==> src/rtl/gol_sim_scheduler.sv <==
// Game of Life engine sequencer: boot fill, then frame-aligned fill / update / copy
// dispatch on vsync rising edges, with request latching, generation count and done timeouts.
module gol_sim_scheduler #(
  parameter int GEN_W   = 16,
  parameter int TIMEOUT = 65535,
  parameter int TMO_W   = 16
) (
  input  logic             clk,
  input  logic             reset,
  input  logic             vsync,
  input  logic             run,
  input  logic             step,
  input  logic             randomize,
  input  logic             clear,
  input  logic [3:0]       frame_div,
  output logic             init_start,
  output logic             init_fill,
  input  logic             init_done,
  output logic             update_start,
  input  logic             update_done,
  output logic             copy_start,
  input  logic             copy_done,
  output logic             busy,
  output logic [GEN_W-1:0] generation,
  output logic             error
);

  localparam int REQ_STEP  = 0;
  localparam int REQ_RAND  = 1;
  localparam int REQ_CLEAR = 2;

  typedef enum logic [2:0] {
    ST_BOOT,
    ST_IDLE,
    ST_INIT,
    ST_UPDATE,
    ST_COPY
  } state_t;

  state_t           state_reg, state_next;
  logic             vsync_q_reg;
  logic             vsync_rise;
  logic [2:0]       req;
  logic [2:0]       req_q_reg;
  logic [2:0]       req_rise;
  logic [2:0]       pend_reg, pend_next;
  logic [2:0]       svc;
  logic [3:0]       frame_cnt_reg, frame_cnt_next;
  logic [TMO_W-1:0] tmo_reg, tmo_next;
  logic [TMO_W-1:0] tmo_inc;
  logic             tmo_hit;
  logic             init_start_reg, init_start_next;
  logic             init_fill_reg, init_fill_next;
  logic             update_start_reg, update_start_next;
  logic             copy_start_reg, copy_start_next;
  logic [GEN_W-1:0] gen_reg, gen_next;
  logic             error_reg, error_next;

  assign req        = {clear, randomize, step};
  assign vsync_rise = vsync & ~vsync_q_reg;
  assign tmo_inc    = tmo_reg + 1'b1;
  assign tmo_hit    = (tmo_inc == TMO_W'(TIMEOUT));

  genvar gi;
  generate
    for (gi = 0; gi < 3; gi = gi + 1) begin : g_req
      assign req_rise[gi] = req[gi] & ~req_q_reg[gi];
      // A fresh edge wins over a same-cycle service so the new request is kept.
      assign pend_next[gi] = req_rise[gi] | (pend_reg[gi] & ~svc[gi]);
    end
  endgenerate

  always_comb begin
    state_next        = state_reg;
    init_start_next   = 1'b0;
    update_start_next = 1'b0;
    copy_start_next   = 1'b0;
    init_fill_next    = init_fill_reg;
    frame_cnt_next    = frame_cnt_reg;
    tmo_next          = tmo_reg;
    gen_next          = gen_reg;
    error_next        = error_reg;
    svc               = '0;

    case (state_reg)
      ST_BOOT: begin
        state_next      = ST_INIT;
        init_start_next = 1'b1;
        init_fill_next  = 1'b1;
        tmo_next        = '0;
      end

      ST_IDLE: begin
        if (vsync_rise) begin
          // Single-step has no meaning while free-running, so drop it.
          if (run) begin
            svc[REQ_STEP] = 1'b1;
          end
          if (pend_reg[REQ_CLEAR]) begin
            svc[REQ_CLEAR]  = 1'b1;
            state_next      = ST_INIT;
            init_start_next = 1'b1;
            init_fill_next  = 1'b0;
            tmo_next        = '0;
          end else if (pend_reg[REQ_RAND]) begin
            svc[REQ_RAND]   = 1'b1;
            state_next      = ST_INIT;
            init_start_next = 1'b1;
            init_fill_next  = 1'b1;
            tmo_next        = '0;
          end else if (run) begin
            if (frame_cnt_reg == frame_div) begin
              state_next        = ST_UPDATE;
              update_start_next = 1'b1;
              frame_cnt_next    = '0;
              tmo_next          = '0;
            end else begin
              frame_cnt_next = frame_cnt_reg + 4'd1;
            end
          end else if (pend_reg[REQ_STEP]) begin
            svc[REQ_STEP]     = 1'b1;
            state_next        = ST_UPDATE;
            update_start_next = 1'b1;
            tmo_next          = '0;
          end
        end
      end

      ST_INIT: begin
        if (init_done) begin
          state_next = ST_IDLE;
          gen_next   = '0;
        end else begin
          tmo_next = tmo_inc;
          if (tmo_hit) begin
            error_next = 1'b1;
            state_next = ST_IDLE;
          end
        end
      end

      ST_UPDATE: begin
        if (update_done) begin
          state_next      = ST_COPY;
          copy_start_next = 1'b1;
          tmo_next        = '0;
        end else begin
          tmo_next = tmo_inc;
          if (tmo_hit) begin
            error_next = 1'b1;
            state_next = ST_IDLE;
          end
        end
      end

      ST_COPY: begin
        if (copy_done) begin
          state_next = ST_IDLE;
          gen_next   = gen_reg + 1'b1;
        end else begin
          tmo_next = tmo_inc;
          if (tmo_hit) begin
            error_next = 1'b1;
            state_next = ST_IDLE;
          end
        end
      end

      default: begin
        state_next = ST_BOOT;
      end
    endcase
  end

  always_ff @(posedge clk) begin
    if (reset) begin
      state_reg        <= ST_BOOT;
      vsync_q_reg      <= 1'b0;
      req_q_reg        <= '0;
      pend_reg         <= '0;
      frame_cnt_reg    <= '0;
      tmo_reg          <= '0;
      init_start_reg   <= 1'b0;
      init_fill_reg    <= 1'b1;
      update_start_reg <= 1'b0;
      copy_start_reg   <= 1'b0;
      gen_reg          <= '0;
      error_reg        <= 1'b0;
    end else begin
      state_reg        <= state_next;
      vsync_q_reg      <= vsync;
      req_q_reg        <= req;
      pend_reg         <= pend_next;
      frame_cnt_reg    <= frame_cnt_next;
      tmo_reg          <= tmo_next;
      init_start_reg   <= init_start_next;
      init_fill_reg    <= init_fill_next;
      update_start_reg <= update_start_next;
      copy_start_reg   <= copy_start_next;
      gen_reg          <= gen_next;
      error_reg        <= error_next;
    end
  end

  assign init_start   = init_start_reg;
  assign init_fill    = init_fill_reg;
  assign update_start = update_start_reg;
  assign copy_start   = copy_start_reg;
  assign busy         = (state_reg != ST_IDLE);
  assign generation   = gen_reg;
  assign error        = error_reg;

endmodule

==> config.mk <==
export PLATFORM = sky130hd
export DESIGN_NAME = gol_sim_scheduler
export DESIGN_NICKNAME = d
export VERILOG_FILES = /design/src/rtl/gol_sim_scheduler.sv
export SDC_FILE = /design/constraint.sdc
export NUM_CORES = 1
export LEC_CHECK = 0
export CAP_MARGIN = 30
export CORE_MARGIN = 8
export CORE_UTILIZATION = 55
export DETAILED_ROUTE_END_ITERATION = 16
export PLACE_DENSITY_LB_ADDON = 0.2
export SLEW_MARGIN = 20
export SYNTH_ARGS = -nofsm -noshare
export SYNTH_HDL_FRONTEND = slang
export SYNTH_SLANG_ARGS = --single-unit
==> constraint.sdc <==
create_clock -name clk -period 2.2 [get_ports clk]
set_input_delay 0.22 -clock clk [delete_from_list [all_inputs] [get_ports clk]]
set_output_delay 0.22 -clock clk [all_outputs]
set_load 0.05 [all_outputs]
==> metrics <==
initial antenna violation count=0; Resized Gates After CTS=0; TritonCTS sink count=51; crit end category=flip-flop; Rel. slew slack=65.4%; Die W=85.8 um; Critical Path RT=2.41 ns; final hold viol count=0; crit path max fanout=10; dominant cells by area after synthesis=dfxtp_1 38%, nor2_1 6.6%, a21oi_1 4.3%; Iter 0 DRT Violations=115; startpoint types=flip-flop; Crit Path Class=flip-flop to flip-flop; core area=4720 sq um; Final #Nets=388; Yosys reg bits=51; clk buf depth=2; arrival time at the worst endpoint=2.24 ns; maximum vdd drop=515 uV; sequential share of power=50.3%; Post CTS Setup Buffer Count=0; status=finished, final reports clean; DIE AREA=7360 sq um; Die H=85.8 um; Clock Tree Root=clkbuf_8; total leakage power=0.00118 uW; Cell Area, Synth=2680 sq um; Worst-path clk slew=0.09 ns; first-pass GRT wire length=10400 um; GP Congestion=0.835; Synth top area share=38.1%; total congestion overflow=0; share of the core filled with cells=69.7%; EDFF count, synth=0; average wire per standard cell=14.0 um; Synth Flop Type=dfxtp_1; total power=1950 uW; WP buf/inv=1; ys async rst share=0%; Max-Cap Viols=0; switching power=587 uW; vias per cell=5.56; synth-to-layout area growth=22.9%; Hold Crit Class=input pin to flip-flop; CTS tree=done; Clk Latency, worst-skew pair=0.31 ns; Least-Margin Pin Slew=0.518 ns; Cell variety after synth=56; Synth Warn #=0; Inst Count DP=430; Antenna Cells=0; Max stage delay cell, worst path=dfxtp_1; net count after synthesis=341; Net Sw Frac=30.1%; post-synthesis sequential area ratio=38.1%; Vias=2435; final period utilization=92.4%; share of post-route cells with drive strength above 1=10.8%; Post-Syn Area per Cell=8.30 sq um; crit-path cells=nand2_1 > or2_0 > or3_1 > a21oi_1 > nor4_2 > buf_4 > o311a_1; drc violations=0; Synth Instances=323; Tot GR Track Use=17.2%; FP Rows=25; Antenna Nets Post-Route=0; Hold-fix buffers, CTS=0; RSZ-0062 raised after global routing=false; Port Buf Inserts=35; setup tns final=0 ns; Num CTS Buffers=5; Final Max Tran Viols=0; Internal Power=1360 uW; H-tree levels=2; Crit path max-delay family=simple AND/OR/NAND/NOR gates; first drt pass iteration count=4; min Tclk post-route=2.03 ns; # IOs=36; Cell Count, Final, Fillers Out=438; initial core utilization=56.7%; largest net degree at the start of global routing=30; Finish-stage setup viols=0; FMAX=0.492 GHz; Max Clock Skew=0.00540 ns; Synth area leader=dfxtp_1; CP max stage delay=0.55 ns; pwr dens=592 nW/um^2; Clk network pwr share=29.5%; final wirelength=6130 um; DP HPWL=4470 um; Comb pwr share=20.2%; vias in the first global route=2237
-- path summary, 6_finish.rpt --
kind | from | endpoint | slack (ns) | depth (start not counted)
max | tmo_reg[2]$_SDFFE_PP0P_ | state_reg[0]$_SDFFE_PP0P_ | 0.17 | 7
min | clear | req_q_reg[2]$_SDFF_PP0_ | 0.50 | 2
max reg2reg | tmo_reg[2]$_SDFFE_PP0P_ | state_reg[0]$_SDFFE_PP0P_ | 0.17 | 7
min reg2reg | pend_reg[0]$_SDFF_PP0_ | pend_reg[0]$_SDFF_PP0_ | 0.50 | 2
-- layer usage --
metal | up-vias | routed length, um | GRT usage, %
li1 | 1253 | - | -
met1 | 1127 | 2930 | 21.2
met2 | 47 | 2810 | 28.0
met3 | 8 | 309 | 5.25
met4 | 0 | 76 | 5.41
met5 | - | 0 | 0
-- power by group through the flow --
stage          Sequential, uW  Combinational [uW]  Clock, uW
2_1_floorplan            1010                 237          0
3_3_place_gp             1000                 385          0
3_5_place_dp             1000                 393          0
4_1_cts                   981                 394        587
5_1_grt                   986                 434        624
6_report                  981                 394        574
-- cell type report --
class | count | area (sq um)
multi-input cells | 249 | 1540
fillers | 399 | 1430
flip-flops and latches | 51 | 1020
repair buffers | 55 | 528
clock buffers | 7 | 86.3
well taps | 67 | 83.8
inverters | 8 | 30.0
clock inverters | 1 | 8.76
-- cell families after synthesis --
kind of cell	synth area share, %
compound gates	17.4
xor+xnor	7.19
fa+ha+maj	1.87
buf+inv	4.62
flops	38.1
mux	0.373
simple gates	30.4
-- worst register-to-register path, stage by stage (launching register included) --
cell     delay, ns
dfxtp_1       0.55
nand2_1       0.12
or2_0         0.23
or3_1         0.37
a21oi_1       0.19
nor4_2        0.06
buf_4         0.15
o311a_1       0.27
-- through the flow --
step                instance area [sq um]  worst slack [ns]  hold WS, ns
floorplan                            2680             0.167        0.348
global placement                     3200           -0.0303        0.481
detailed placement                   3200           -0.0137        0.485
CTS                                  3290            0.0332        0.492
global route                         3290            0.0133        0.491
finish                               3290             0.168        0.496
-- synth_stat cells, types with 2 or more instances --
master	n
dfxtp_1	51
nand3_1	14
nand2_1	23
buf_1	2
nand4_1	11
nor3_1	6
inv_1	8
a2111oi_2	2
a211oi_1	2
xor2_1	13
buf_2	2
and3_1	6
buf_4	2
nand3b_1	4
clkbuf_1	6
or3_1	3
nor2b_1	10
and2_1	2
nand2b_1	4
ha_1	4
clkbuf_8	2
a311oi_1	10
nor4_1	4
a21oi_1	23
xnor2_1	9
o21ai_0	15
and2b_1	3
a31oi_1	5
nand4b_1	2
nor2_1	47
nor3b_1	3
-- cells in the final DEF, fill, tap and decap left out, types with 2 or more instances in the layout --
cell and count:
nand4b_1 2, xnor2_1 9, ha_1 4, o21ai_0 15, nor3b_1 3, a21oi_1 23, buf_12 2, a311oi_1 10
and3_1 6, nand4_1 11, and2_1 2, nor3_1 6, a211oi_1 2, nand3_1 14, nor2b_1 10, or3_1 3
nand2_1 23, a2111oi_2 2, nor2_1 47, xor2_1 13, dfxtp_1 51, nand3b_1 4, nor4_1 4, clkbuf_8 6
inv_1 8, and2b_1 3, buf_4 18, clkdlybuf4s50_1 34, nand2b_1 4, a31oi_1 5
(Power assumes the default switching activity.)
